**config.mk**
```make
export PLATFORM = sky130hd
export DESIGN_NAME = alu_cond_branch_flat
export DESIGN_NICKNAME = d
export VERILOG_FILES = /design/src/rtl/alu_pkg.sv /design/src/rtl/alu_cond_branch_if.sv /design/src/rtl/alu_cond_branch_cond_eval.sv /design/src/rtl/alu_cond_branch.sv /design/src/flat_wrapper.sv
export SDC_FILE = /design/constraint.sdc
export NUM_CORES = 1
export LEC_CHECK = 0
export CAP_MARGIN = 40
export CORE_UTILIZATION = 34
export CTS_CLUSTER_DIAMETER = 120
export CTS_CLUSTER_SIZE = 8
export DETAILED_ROUTE_END_ITERATION = 16
export GPL_TIMING_DRIVEN = 0
export PLACE_DENSITY = 0.73
export SYNTH_ARGS = -nofsm -noshare
export SYNTH_HDL_FRONTEND = slang
export SYNTH_SLANG_ARGS = --single-unit
```
**constraint.sdc**
```tcl
create_clock -name clk -period 1.48 [get_ports clk]
set_input_delay 0.148 -clock clk [delete_from_list [all_inputs] [get_ports clk]]
set_output_delay 0.148 -clock clk [all_outputs]
set_load 0.01 [all_outputs]
```
**src/rtl/alu_pkg.sv**
```systemverilog
`default_nettype none
// ============================================================================
// Module      : alu_pkg
// Description : Shared constants for the arithmetic ALU and its branch
//               condition consumer: opcodes, flag bit positions, condition
//               codes and the branch FSM state type.
// Revision    : 1.0 - initial release
// ============================================================================
package alu_pkg;

  // Arithmetic opcodes, identical to the encoding used by the ALU itself
  localparam logic [3:0] OP_ADD = 4'b0100;
  localparam logic [3:0] OP_SUB = 4'b0101;

  // Bit positions inside the 4-bit {C,V,S,Z} flag vector
  localparam int FLAG_C = 3;
  localparam int FLAG_V = 2;
  localparam int FLAG_S = 1;
  localparam int FLAG_Z = 0;

  // Branch condition codes; 4'hD..4'hF are reserved
  localparam logic [3:0] CC_AL = 4'h0;
  localparam logic [3:0] CC_EQ = 4'h1;
  localparam logic [3:0] CC_NE = 4'h2;
  localparam logic [3:0] CC_CS = 4'h3;
  localparam logic [3:0] CC_CC = 4'h4;
  localparam logic [3:0] CC_MI = 4'h5;
  localparam logic [3:0] CC_PL = 4'h6;
  localparam logic [3:0] CC_VS = 4'h7;
  localparam logic [3:0] CC_VC = 4'h8;
  localparam logic [3:0] CC_GE = 4'h9;
  localparam logic [3:0] CC_LT = 4'hA;
  localparam logic [3:0] CC_GT = 4'hB;
  localparam logic [3:0] CC_LE = 4'hC;

  // Branch resolution state machine
  typedef enum logic [0:0] {
    ST_IDLE = 1'b0,
    ST_RESP = 1'b1
  } br_state_e;

  // Assemble a flag vector from its individual bits
  function automatic logic [3:0] make_flags(input logic c, input logic v,
                                            input logic s, input logic z);
    logic [3:0] f;
    f         = 4'b0000;
    f[FLAG_C] = c;
    f[FLAG_V] = v;
    f[FLAG_S] = s;
    f[FLAG_Z] = z;
    return f;
  endfunction

endpackage : alu_pkg
`default_nettype wire

```
**src/rtl/alu_cond_branch_if.sv**
```systemverilog
`default_nettype none
// ============================================================================
// Module      : alu_cond_branch_if
// Description : Bundle of ALU result/flag inputs, branch request handshake
//               and branch resolution handshake between the fetch side
//               (master) and the condition evaluator (slave).
// Revision    : 1.0 - initial release
// ============================================================================
interface alu_cond_branch_if #(
  parameter int W  = 16,
  parameter int CW = 4
);

  // ALU side
  logic          alu_issue;
  logic [W-1:0]  alu_out;
  logic          alu_carry;
  logic          alu_overflow;
  logic          alu_sign;
  logic          flag_clr;

  // Branch request
  logic          br_valid;
  logic          br_ready;
  logic [CW-1:0] br_cond;
  logic [W-1:0]  br_target;

  // Branch resolution
  logic          res_valid;
  logic          res_ready;
  logic          res_taken;
  logic [W-1:0]  res_target;
  logic          res_illegal;

  // Architectural flags {C,V,S,Z}
  logic [3:0]    flags;

  modport master (
    output alu_issue, alu_out, alu_carry, alu_overflow, alu_sign, flag_clr,
    output br_valid, br_cond, br_target, res_ready,
    input  br_ready, res_valid, res_taken, res_target, res_illegal, flags
  );

  modport slave (
    input  alu_issue, alu_out, alu_carry, alu_overflow, alu_sign, flag_clr,
    input  br_valid, br_cond, br_target, res_ready,
    output br_ready, res_valid, res_taken, res_target, res_illegal, flags
  );

endinterface : alu_cond_branch_if
`default_nettype wire

```
**src/rtl/alu_cond_branch_cond_eval.sv**
```systemverilog
`default_nettype none
// ============================================================================
// Module      : cond_eval
// Description : Purely combinational branch condition evaluator. Maps a
//               condition code and a {C,V,S,Z} flag vector to a taken bit,
//               flagging reserved codes as illegal (never taken).
// Revision    : 1.0 - initial release
// ============================================================================
module cond_eval
  import alu_pkg::*;
#(
  parameter int CW = 4
) (
  input  wire logic [3:0]    flags_i,
  input  wire logic [CW-1:0] cond_i,
  output logic               taken_o,
  output logic               illegal_o
);

  logic c_flag;
  logic v_flag;
  logic s_flag;
  logic z_flag;

  assign c_flag = flags_i[FLAG_C];
  assign v_flag = flags_i[FLAG_V];
  assign s_flag = flags_i[FLAG_S];
  assign z_flag = flags_i[FLAG_Z];

  // Decode the condition code against the flags; reserved codes fall through
  always_comb begin
    taken_o   = 1'b0;
    illegal_o = 1'b0;
    case (cond_i)
      CW'(CC_AL): taken_o = 1'b1;
      CW'(CC_EQ): taken_o = z_flag;
      CW'(CC_NE): taken_o = ~z_flag;
      CW'(CC_CS): taken_o = c_flag;
      CW'(CC_CC): taken_o = ~c_flag;
      CW'(CC_MI): taken_o = s_flag;
      CW'(CC_PL): taken_o = ~s_flag;
      CW'(CC_VS): taken_o = v_flag;
      CW'(CC_VC): taken_o = ~v_flag;
      CW'(CC_GE): taken_o = (s_flag == v_flag);
      CW'(CC_LT): taken_o = (s_flag != v_flag);
      CW'(CC_GT): taken_o = ~z_flag & (s_flag == v_flag);
      CW'(CC_LE): taken_o = z_flag | (s_flag != v_flag);
      default: begin
        taken_o   = 1'b0;
        illegal_o = 1'b1;
      end
    endcase
  end

endmodule : cond_eval
`default_nettype wire

```
**src/rtl/alu_cond_branch.sv**
```systemverilog
`default_nettype none
// ============================================================================
// Module      : alu_cond_branch
// Description : Consumer of the ALU result/flag outputs. Holds the
//               architectural {C,V,S,Z} register, forwards live ALU flags
//               in the cycle they arrive, and resolves branch conditions
//               over a valid/ready request/response handshake. Requests
//               stall while an issued op's flags are still in flight.
// Revision    : 1.0 - initial release
// ============================================================================
module alu_cond_branch
  import alu_pkg::*;
#(
  parameter int W  = 16,
  parameter int CW = 4
) (
  input  wire logic        clk,
  input  wire logic        rst,
  alu_cond_branch_if.slave bus
);

  // Flag tracking
  logic          issue_q;
  logic [3:0]    flags_q;
  logic [3:0]    flags_d;
  logic [3:0]    live_flags;
  logic [3:0]    src_flags;

  // Request/response control
  br_state_e     state_q;
  br_state_e     state_d;
  logic          pending;
  logic          br_ready;
  logic          accept;
  logic          eval_taken;
  logic          eval_illegal;

  // Response registers
  logic          res_valid_q;
  logic          res_valid_d;
  logic          res_taken_q;
  logic          res_taken_d;
  logic          res_illegal_q;
  logic          res_illegal_d;
  logic [W-1:0]  res_target_q;
  logic [W-1:0]  res_target_d;

  // The ALU's registered outputs are meaningful one cycle after issue; Z is
  // derived here because the ALU does not provide it. Carry is taken as-is.
  assign live_flags = make_flags(bus.alu_carry, bus.alu_overflow, bus.alu_sign,
                                 (bus.alu_out == '0));

  // Forward the arriving flags so a branch in the capture cycle sees them
  assign src_flags  = issue_q ? live_flags : flags_q;

  // An op issued this cycle has no result yet, so its flags are unknown
  assign pending    = bus.alu_issue;
  assign br_ready   = (state_q == ST_IDLE) & ~pending & ~rst;
  assign accept     = bus.br_valid & br_ready;

  cond_eval #(
    .CW (CW)
  ) u_cond_eval (
    .flags_i   (src_flags),
    .cond_i    (bus.br_cond),
    .taken_o   (eval_taken),
    .illegal_o (eval_illegal)
  );

  // Next flag value: a result capture takes priority over a clear request
  always_comb begin
    flags_d = flags_q;
    if (issue_q) begin
      flags_d = live_flags;
    end else if (bus.flag_clr) begin
      flags_d = 4'b0000;
    end
  end

  // Flag register and issue delay; reset discards any capture in flight
  always_ff @(posedge clk) begin
    if (rst) begin
      issue_q <= 1'b0;
      flags_q <= 4'b0000;
    end else begin
      issue_q <= bus.alu_issue;
      flags_q <= flags_d;
    end
  end

  // Next state and response contents: latch on accept, hold until drained
  always_comb begin
    state_d       = state_q;
    res_valid_d   = res_valid_q;
    res_taken_d   = res_taken_q;
    res_illegal_d = res_illegal_q;
    res_target_d  = res_target_q;
    case (state_q)
      ST_IDLE: begin
        if (accept) begin
          state_d       = ST_RESP;
          res_valid_d   = 1'b1;
          res_taken_d   = eval_taken;
          res_illegal_d = eval_illegal;
          res_target_d  = bus.br_target;
        end
      end
      ST_RESP: begin
        if (bus.res_ready) begin
          state_d     = ST_IDLE;
          res_valid_d = 1'b0;
        end
      end
      default: begin
        state_d     = ST_IDLE;
        res_valid_d = 1'b0;
      end
    endcase
  end

  // State and response registers; reset drops any outstanding response
  always_ff @(posedge clk) begin
    if (rst) begin
      state_q       <= ST_IDLE;
      res_valid_q   <= 1'b0;
      res_taken_q   <= 1'b0;
      res_illegal_q <= 1'b0;
      res_target_q  <= '0;
    end else begin
      state_q       <= state_d;
      res_valid_q   <= res_valid_d;
      res_taken_q   <= res_taken_d;
      res_illegal_q <= res_illegal_d;
      res_target_q  <= res_target_d;
    end
  end

  assign bus.br_ready    = br_ready;
  assign bus.res_valid   = res_valid_q;
  assign bus.res_taken   = res_taken_q;
  assign bus.res_illegal = res_illegal_q;
  assign bus.res_target  = res_target_q;
  assign bus.flags       = flags_q;

endmodule : alu_cond_branch
`default_nettype wire

```
**src/flat_wrapper.sv**
```systemverilog
// flat-port wrapper written by rule: the top's interface ports become plain ports
module alu_cond_branch_flat import alu_pkg::*;
#(
  parameter int W  = 16,
  parameter int CW = 4
)
  (clk, rst, bus_alu_issue, bus_alu_out, bus_alu_carry, bus_alu_overflow, bus_alu_sign, bus_flag_clr, bus_br_valid, bus_br_cond, bus_br_target, bus_res_ready, bus_br_ready, bus_res_valid, bus_res_taken, bus_res_target, bus_res_illegal, bus_flags);
  alu_cond_branch_if #(.W(W), .CW(CW)) bus_i ();
  input  wire logic clk;
  input  wire logic rst;
  input wire logic [$bits(bus_i.alu_issue)-1:0] bus_alu_issue;
  input wire logic [$bits(bus_i.alu_out)-1:0] bus_alu_out;
  input wire logic [$bits(bus_i.alu_carry)-1:0] bus_alu_carry;
  input wire logic [$bits(bus_i.alu_overflow)-1:0] bus_alu_overflow;
  input wire logic [$bits(bus_i.alu_sign)-1:0] bus_alu_sign;
  input wire logic [$bits(bus_i.flag_clr)-1:0] bus_flag_clr;
  input wire logic [$bits(bus_i.br_valid)-1:0] bus_br_valid;
  input wire logic [$bits(bus_i.br_cond)-1:0] bus_br_cond;
  input wire logic [$bits(bus_i.br_target)-1:0] bus_br_target;
  input wire logic [$bits(bus_i.res_ready)-1:0] bus_res_ready;
  output wire logic [$bits(bus_i.br_ready)-1:0] bus_br_ready;
  output wire logic [$bits(bus_i.res_valid)-1:0] bus_res_valid;
  output wire logic [$bits(bus_i.res_taken)-1:0] bus_res_taken;
  output wire logic [$bits(bus_i.res_target)-1:0] bus_res_target;
  output wire logic [$bits(bus_i.res_illegal)-1:0] bus_res_illegal;
  output wire logic [$bits(bus_i.flags)-1:0] bus_flags;
  assign bus_i.alu_issue = bus_alu_issue;
  assign bus_i.alu_out = bus_alu_out;
  assign bus_i.alu_carry = bus_alu_carry;
  assign bus_i.alu_overflow = bus_alu_overflow;
  assign bus_i.alu_sign = bus_alu_sign;
  assign bus_i.flag_clr = bus_flag_clr;
  assign bus_i.br_valid = bus_br_valid;
  assign bus_i.br_cond = bus_br_cond;
  assign bus_i.br_target = bus_br_target;
  assign bus_i.res_ready = bus_res_ready;
  assign bus_br_ready = bus_i.br_ready;
  assign bus_res_valid = bus_i.res_valid;
  assign bus_res_taken = bus_i.res_taken;
  assign bus_res_target = bus_i.res_target;
  assign bus_res_illegal = bus_i.res_illegal;
  assign bus_flags = bus_i.flags;
  alu_cond_branch #(.W(W), .CW(CW)) u_core (.clk(clk), .rst(rst), .bus(bus_i));
endmodule
```
# After elaboration in Yosys (flattened, before gate mapping)
# Index checks and enable logic that the tools add are counted.
[totals]
register_bits = 25
in_bits = 45
out_inout_bits = 24
word_cells = 52
[classes]
eq_ne = 16
n_mux = 11
n_bitwise = 12
n_reduce_logical = 6
[ops]
columns = ["cell", "n"]
rows = [
  ["4-bit equality test (second input constant)", 5],
  ["4-bit by 3-bit equality test with 1-bit output (second input constant)", 4],
  ["16-bit zero test", 1],
  ["1-bit case mux with 13 select lines", 1],
  ["13-bit OR reduction", 1],
  ["4-bit two-way mux", 3],
  ["4-bit by 2-bit equality test with 1-bit output (second input constant)", 2],
  ["1-bit NOT", 7],
  ["1-bit two-way mux", 5],
  ["1-bit AND", 4],
  ["4-bit by 1-bit equality test with 1-bit output (second input constant)", 1],
  ["4-bit zero test", 1],
  ["1-bit case mux with 2 select lines", 2],
  ["2-bit AND reduction", 2],
  ["2-bit by 1-bit inequality test with 1-bit output (second input constant)", 1],
  ["2-bit inequality test (second input constant)", 1],
  ["2-bit nonzero test", 1],
  ["1-bit equality test", 1],
  ["1-bit inequality test", 1],
  ["1-bit bitwise OR", 1],
]

# Logic depth before layout (Yosys ltp)
# Gate-level depths: netlist of the first run.
[depth]
ltp_word = 6
mapped_depth = 7
mapped_depth_nobuf = 5

# Modules after synthesis
# A second synthesis of the first run with hierarchy kept.
[hier_totals]
cells_unflattened = 150
hier_area_um2 = 1154.9
[modules_own_cells]
columns = ["module", "n_inst", "cells_each", "area_per_inst_um2", "seq_area_each_um2"]
rows = [
  ["alu_cond_branch", 1, 122, 983.4, 500.5],
  ["cond_eval", 1, 28, 171.4, 0.0],
]

# Least setup slack after synthesis of the first run
# No wires, ideal clock.
[synth_timing]
path_type = "register to register"
startpoint = "reg u_core.issue_q"
endpoint = "reg u_core.res_taken_q (netlist: u_core.bus.res_taken)"
setup_ns = 0.120
arrival_time_ns = 1.424
t_required_ns = 1.360
setup_slack_ns = -0.064
path_stages_with_launch = 7
path_buffers = 1
period_less_slack_ns = 1.544
path_cell_list = "dfxtp_1 > buf_6 > mux4_2 > nand2b_4 > nand4b_2 > nand3_2 > o31a_1"
[synth_between]
elab_chain_cells = 4
elab_cells_between_ends = 10
classes_between = "eq/ne (2); mux (2); bitwise (6)"
[synth_lines]
columns = ["item", "line", "text"]
rows = [
  ["start: declaration", "alu_cond_branch.sv:23", "logic issue_q;"],
  ["start signal: assignment", "alu_cond_branch.sv:86", "issue_q <= bus.alu_issue;"],
  ["4-bit two-way mux (*)", "alu_cond_branch.sv:54", "assign src_flags = issue_q ? live_flags : flags_q;"],
  ["1-bit inequality test (tied with other cells)", "alu_cond_branch_cond_eval.sv:45, alu_cond_branch_cond_eval.sv:47", ""],
  ["1-bit bitwise OR or 1-bit AND (tied branches)", "alu_cond_branch_cond_eval.sv:47, alu_cond_branch_cond_eval.sv:46", ""],
  ["1-bit case mux with 13 select lines (*)", "alu_cond_branch_cond_eval.sv:34", "case (cond_i)"],
  ["end signal: assignment", "alu_cond_branch.sv:132", "res_taken_q <= res_taken_d;"],
  ["end: declaration", "alu_cond_branch.sv:41", "logic res_taken_q;"],
]
# Mark *: on every way between the ends. The rest lies on a longest branch, timed or not.
# A chain may end at the register's enable or synchronous reset.

# Worst setup path in the final report of the first run
# Same ends and word-level chain as after synthesis.

==> results of run 1 <==
==> power breakdown <==
| part | total (W) | leakage [nW] | switching (W) | internal, W |
|---|---|---|---|---|
| combinational | 0.000333 | 0.506 | 0.000132 | 0.000202 |
| sequential | 0.000714 | 0.206 | 0.0000175 | 0.000697 |
| clock | 0.000297 | 0.0177 | 0.000196 | 0.000101 |
==> registers in the layout, indices dropped and copies added, names as in the netlist <==
| register | cells |
|---|---|
| u_core.bus.flags | 4 |
| u_core.bus.res_illegal | 1 |
| u_core.bus.res_taken | 1 |
| u_core.bus.res_target | 16 |
| u_core.bus.res_valid | 1 |
| u_core.issue_q | 1 |
| u_core.state_q | 1 |
==> area by class of cell <==
type / instances / area [µm²] / area share
Clock inverter: 1 / 5.00 / 0.00243
Timing Repair Buffer: 68 / 672 / 0.327
Clock buffer: 3 / 22.5 / 0.0110
Buffer: 8 / 47.5 / 0.0231
Inverter: 5 / 18.8 / 0.00913
Tap cell: 46 / 57.6 / 0.0280
Multi-Input combinational cell: 114 / 723 / 0.352
Sequential cell: 25 / 509 / 0.248
==> cells in the final DEF, fill, tap and decap left out, types with 2 or more instances in the layout <==
cell | Yosys | layout
mux2i_1 | 4 | 3
o21ai_0 | 2 | 2
a22oi_1 | 6 | 6
clkdlybuf4s50_1 | 0 | 64
nor4_1 | 3 | 3
inv_1 | 5 | 5
and3_1 | 2 | 2
dfxtp_2 | 0 | 4
nand4_1 | 2 | 2
nor3b_2 | 0 | 2
nor2_1 | 11 | 11
clkbuf_1 | 4 | 3
clkbuf_4 | 0 | 4
a21oi_1 | 21 | 21
xnor2_1 | 2 | 2
nand3_1 | 2 | 2
mux2_2 | 2 | 2
dfxtp_1 | 25 | 20
nand2_1 | 37 | 36
buf_4 | 1 | 4
buf_2 | 4 | 2
==> logic make-up after synthesis <==
| kind of cell | synth area share |
|---|---|
| AND/OR/NAND/NOR | 0.256 |
| AO/OA/AOI/OAI | 0.199 |
| flip-flops | 0.404 |
| buffers and inverters | 0.0586 |
| multiplexers | 0.0687 |
| XOR/XNOR | 0.0141 |
==> per-layer routing <==
layer / vias to the layer above / wire length [µm]
met4: 0 / 43
li1: 683 / -
met3: 4 / 296
met2: 50 / 1470
met5: - / 0
met1: 594 / 1460
==> stage by stage <==
| stage | setup slack, ps | hold WS (ps) | setup TNS, ps | power, W | std cells |
|---|---|---|---|---|---|
| floorplan | -27.4 | 243 | -27.4 | 0.000863 | 154 |
| global placement | -382 | 427 | -3510 | 0.00105 | 265 |
| detailed placement | -345 | 428 | -3490 | 0.00105 | 265 |
| CTS | -37.1 | 76.9 | -37.1 | 0.00135 | 268 |
| global route | -119 | 83.2 | -119 | 0.00143 | 270 |
| finish | -34.7 | 102 | -34.7 | 0.00135 | 270 |
==> worst max path at each step <==
stage                               from                           endpoint  slack (ps)  cells after the start
6_report       u_core.issue_q$_SDFF_PP0_  u_core.bus.res_taken$_SDFFE_PP0P_         -30                      5
5_1_grt        u_core.issue_q$_SDFF_PP0_  u_core.bus.res_taken$_SDFFE_PP0P_        -120                      6
4_1_cts        u_core.issue_q$_SDFF_PP0_  u_core.bus.res_taken$_SDFFE_PP0P_         -40                      5
3_5_place_dp              bus_br_cond[2]  u_core.bus.res_taken$_SDFFE_PP0P_        -340                      6
3_3_place_gp              bus_br_cond[2]  u_core.bus.res_taken$_SDFFE_PP0P_        -380                      6
2_1_floorplan  u_core.issue_q$_SDFF_PP0_  u_core.bus.res_taken$_SDFFE_PP0P_         -30                      6
==> worst reg2reg max path, stage by stage, from the launching register on <==
cell and delay, ps:
dfxtp_4 410, mux4_2 490, nand2b_4 160, nand4b_4 90
nand3_2 60, o31a_1 230
==> what timing repair did <==
item | 4_1_cts | 5_1_grt
pin swaps | 1 | 1
setup buffers | 1 | 2
gates resized for setup | 7 | 11
endpoints found under the setup margin | 12 | 22
==> impl_metrics.ini, run 1 <==
[setup_path]
endpoint_kind = flip-flop
worstSetupPathType = flip-flop to flip-flop
cp_max_fo = 5
cpPeakStageDelay_ps = 490
slowest_stage = mux4_2
reg2reg_slack_ps = -30
crit_family = multiplexers
cp_cell_sequence = mux4_2 > nand2b_4 > nand4b_4 > nand3_2 > o31a_1
reg2reg_to = u_core.bus.res_taken$_SDFFE_PP0P_
startpoint_type = flip-flop
r2r_start = u_core.issue_q$_SDFF_PP0_
arrival_ps = 1740
crit_required_ps = 1700
path_buf_inv = 0
ff2ff_path_depth = 5

[cells_and_area]
fin_area_um2 = 2060
fillers = 325
drive_gt1_frac = 0.138
num-nets-final = 270
diodes = 0
post-route-util = 0.602
syn_to_final_growth_pct = 66.0

[grt]
use_met1 = 0.209
globalRouteMet3Util = 0.0496
grt_start_max_net_pins = 19
grt.total_usage = 0.172
grt_pass1_vias = 1250
grt.overflow.total = 0
grt.busiest_layer = met2
antenna_found_initial = 0
grt_use_met2 = 0.280
grt_first_pass_wirelength_mm = 5.42

[timing]
fin_skew_ps = 5.46
worstMarginPinSlew_ps = 466
slew_violations = 0
finalWorstSetupSlack_ps = -34.7
timing.final.crit_share = 1.02
setup_viol = 1
slew_headroom = 0.690
layout_min_cycle_time_ps = 1510
fmax_ghz = 0.660
rsz0062_at_grt = true
hold_viol = 0

[clock_network]
cts_htree_levels = 1
clk_latency_ps = 310
cts_tree = done
holdBufCountCts = 0
cts_max_path_buffers = 2
cts_buffers = 3
path_clk_slew_ps = 130
root_buffer = clkbuf_4
cts_sinks = 25

[synth]
synth_top_area_frac = 0.404
yosys_warnings = 0
seq_area_frac_synth = 0.404
ys_ff_latch = 25
netlist_top_cells_count = nand2_1 (37), dfxtp_1 (25), a21oi_1 (21)
netlist.top_cell.by_area = dfxtp_1
synthArstFlopShare = 0
syn_area_um2 = 1240
synthCells = 154
synthesis.nets = 199
synth-main-ff-cell = dfxtp_1
synth_area_leaders = dfxtp_1 (40%), nand2_1 (11%), a21oi_1 (8.5%)
synth_edf_count = 0
synthMostInstantiatedCell = nand2_1
syn_area_per_cell_um2 = 8.04
synth_cell_types = 37

[hold_path]
hold_path.class = input port to flip-flop
whs_endpoint = u_core.bus.res_illegal$_SDFFE_PP0P_
min_from = rst
min_delay_path_depth = 2

[floorplanning]
io_pins = 69
dieWidth_um = 62.4
die_area_um2 = 3890
start_util = 0.363
core_area_um2 = 3420
die_y_um = 62.4
rows = 21

[drt]
dr.pass1.iters = 4
drtAntennaViolNets = 0
via_per_inst = 4.93
vias = 1331
wire_per_inst_um = 12.1
route.detailed.drc = 0
drtIter0Drc = 68
wirelength_mm = 3.27

[placement]
place_congestion = 0.825
port_buffers = 65
dp_hpwl_mm = 2.43
dpl_cell_area_um2 = 1960

[status]
status = complete, but fails checks
violations = negative setup slack

[power_and_ir_drop]
ir_worst_vdd_mv = 0.489
pwr_density_cell_nw_per_um2 = 654
p_leak_nw = 0.729

[run]
drv_cap = 0
No activity file was read; power rests on OpenSTA's default activity.
==> inputs of run 2 (changes only) <==
--- a/config.mk
+++ b/config.mk
@@ -11,7 +11,7 @@
 export CTS_CLUSTER_SIZE = 8
 export DETAILED_ROUTE_END_ITERATION = 16
 export GPL_TIMING_DRIVEN = 0
-export PLACE_DENSITY = 0.73
+export PLACE_DENSITY = 0.75
 export SYNTH_ARGS = -nofsm -noshare
 export SYNTH_HDL_FRONTEND = slang
 export SYNTH_SLANG_ARGS = --single-unit
==> impl_metrics.ini, run 2 (synthesis gave the netlist of run 1 again) <==
[floorplanning]
dieWidth_um = 62.4
io_pins = 69
core_area_um2 = 3420
die_y_um = 62.4
start_util = 0.363
die_area_um2 = 3890
rows = 21

[timing]
setup_viol = 1
timing.final.crit_share = 1.03
hold_viol = 0
fmax_ghz = 0.656
worstMarginPinSlew_ps = 466
fin_skew_ps = 5.98
layout_min_cycle_time_ps = 1520
finalWorstSetupSlack_ps = -43.6
slew_violations = 0
rsz0062_at_grt = true
holdWs_ps = 118
slew_headroom = 0.690

[power_and_ir_drop]
pwr-share-clk = 0.222
power.switching_w = 0.000350
intPower_w = 0.00100
swShare = 0.259
pwr_density_cell_nw_per_um2 = 657
p_comb_frac = 0.248
p_total_w = 0.00135
p_leak_nw = 0.725
ir_worst_vdd_mv = 0.409
p_seq_frac = 0.530

[hold_path]
min_delay_path_depth = 2
hold_path.class = input port to flip-flop
whs_endpoint = u_core.bus.res_illegal$_SDFFE_PP0P_
min_from = rst

[setup_path]
cp_max_fo = 5
ff2ff_path_depth = 5
cpPeakStageDelay_ps = 490
reg2reg_slack_ps = -40
crit_required_ps = 1700
r2r_start = u_core.issue_q$_SDFF_PP0_
slowest_stage = mux4_2
reg2reg_to = u_core.bus.res_taken$_SDFFE_PP0P_
endpoint_kind = flip-flop
startpoint_type = flip-flop
worstSetupPathType = flip-flop to flip-flop
cp_cell_sequence = mux4_2 > nand2b_4 > nand4b_4 > nand3_2 > o31a_1
arrival_ps = 1750

[clock_network]
root_buffer = clkbuf_4
cts_buffers = 3
cts_tree = done
cts_htree_levels = 1
clk_latency_ps = 310
cts_sinks = 25
path_clk_slew_ps = 140
cts_max_path_buffers = 2

[drt]
wire_per_inst_um = 12.0
wirelength_mm = 3.21
drtIter0Drc = 30
vias = 1332
via_per_inst = 4.97
route.detailed.drc = 0
dr.pass1.iters = 4
drtAntennaViolNets = 0

[cells_and_area]
fin_area_um2 = 2060
post-route-util = 0.602
diodes = 0
final_common_cell = clkdlybuf4s50_1
fillers = 312
final_cell_mix = clkdlybuf4s50_1 (64), nand2_1 (36), a21oi_1 (21), dfxtp_1 (21), nor2_1 (11)
num-nets-final = 268
syn_to_final_growth_pct = 66.0
drive_gt1_frac = 0.126
largest_reg_flops = 16

[status]
violations = negative setup slack
status = complete, but fails checks

[grt]
grt.total_usage = 0.162
grt_start_max_net_pins = 19
grt.overflow.total = 0
grt_first_pass_wirelength_mm = 5.17
grt_pass1_vias = 1269
antenna_found_initial = 0

[placement]
port_buffers = 65
dpl_cell_area_um2 = 1960
place_congestion = 0.806
dp_hpwl_mm = 2.48
preCtsSetupSlack_ps = -347

[run]
drv_cap = 0
## run 2: changes by cell type in the layout (fill, tap and decap cells not counted), sizes merged
cell	delta
buf	-2
## run 2: per-stage QoR
stage | setup TNS [ps] | cells
floorplan | -27.4 | 154
CTS | -47.2 | 268
finish | -43.6 | 268
global placement | -3940 | 265
global route | -116 | 268
detailed placement | -4150 | 265
## run 2: worst max path at each step
stage                                    startpoint                                end  slack, ps  cells past startpoint
after global routing      u_core.issue_q$_SDFF_PP0_  u_core.bus.res_taken$_SDFFE_PP0P_       -120                      5
after global placement               bus_br_cond[2]  u_core.bus.res_taken$_SDFFE_PP0P_       -360                      6
final                     u_core.issue_q$_SDFF_PP0_  u_core.bus.res_taken$_SDFFE_PP0P_        -40                      5
after CTS                 u_core.issue_q$_SDFF_PP0_  u_core.bus.res_taken$_SDFFE_PP0P_        -50                      5
after detailed placement             bus_br_cond[2]  u_core.bus.res_taken$_SDFFE_PP0P_       -350                      6
after floorplan           u_core.issue_q$_SDFF_PP0_  u_core.bus.res_taken$_SDFFE_PP0P_        -30                      6
## run 2: cell type report
| cell class | instances | area, µm² | share of cell area |
|---|---|---|---|
| buffer | 8 | 55.1 | 0.0268 |
| clock buffer | 3 | 22.5 | 0.0110 |
| clock inverter | 1 | 5.00 | 0.00243 |
| tap | 46 | 57.6 | 0.0280 |
| sequential | 25 | 508 | 0.247 |
| inverter | 5 | 18.8 | 0.00913 |
| multi-input combinational | 114 | 732 | 0.356 |
| timing repair buffer | 66 | 657 | 0.320 |
## run 2: per-layer routing
| metal | part of all wire | global-route usage | vias up |
|---|---|---|---|
| met5 | 0 | 0 | - |
| met4 | 0.0090 | 0.0552 | 0 |
| met3 | 0.079 | 0.0423 | 4 |
| met2 | 0.45 | 0.279 | 48 |
| met1 | 0.46 | 0.194 | 598 |
| li1 | - | - | 682 |
## run 2: power groups by stage
| stage | registers [W] | clock network (W) | logic (W) |
|---|---|---|---|
| after floorplan | 0.000735 | 0 | 0.000127 |
| after global placement | 0.000726 | 0 | 0.000319 |
| after detailed placement | 0.000727 | 0 | 0.000321 |
| after CTS | 0.000714 | 0.000317 | 0.000324 |
| after global routing | 0.000719 | 0.000347 | 0.000361 |
| final | 0.000715 | 0.000300 | 0.000335 |
## run 2: what timing repair did
action / CTS / global route
pin swaps: 0 / 1
setup endpoints to repair: 12 / 20
buffers inserted: 1 / 0
hold buffers: 0 / 0
resized for setup: 8 / 13
## run 2: worst max-delay path: cells and delay by family, from the launching register on
kind             cells  cell delay (ps)
AND/OR/NAND/NOR      3              320
multiplexers         1              490
AO/OA/AOI/OAI        1              230
flip-flops           1              410
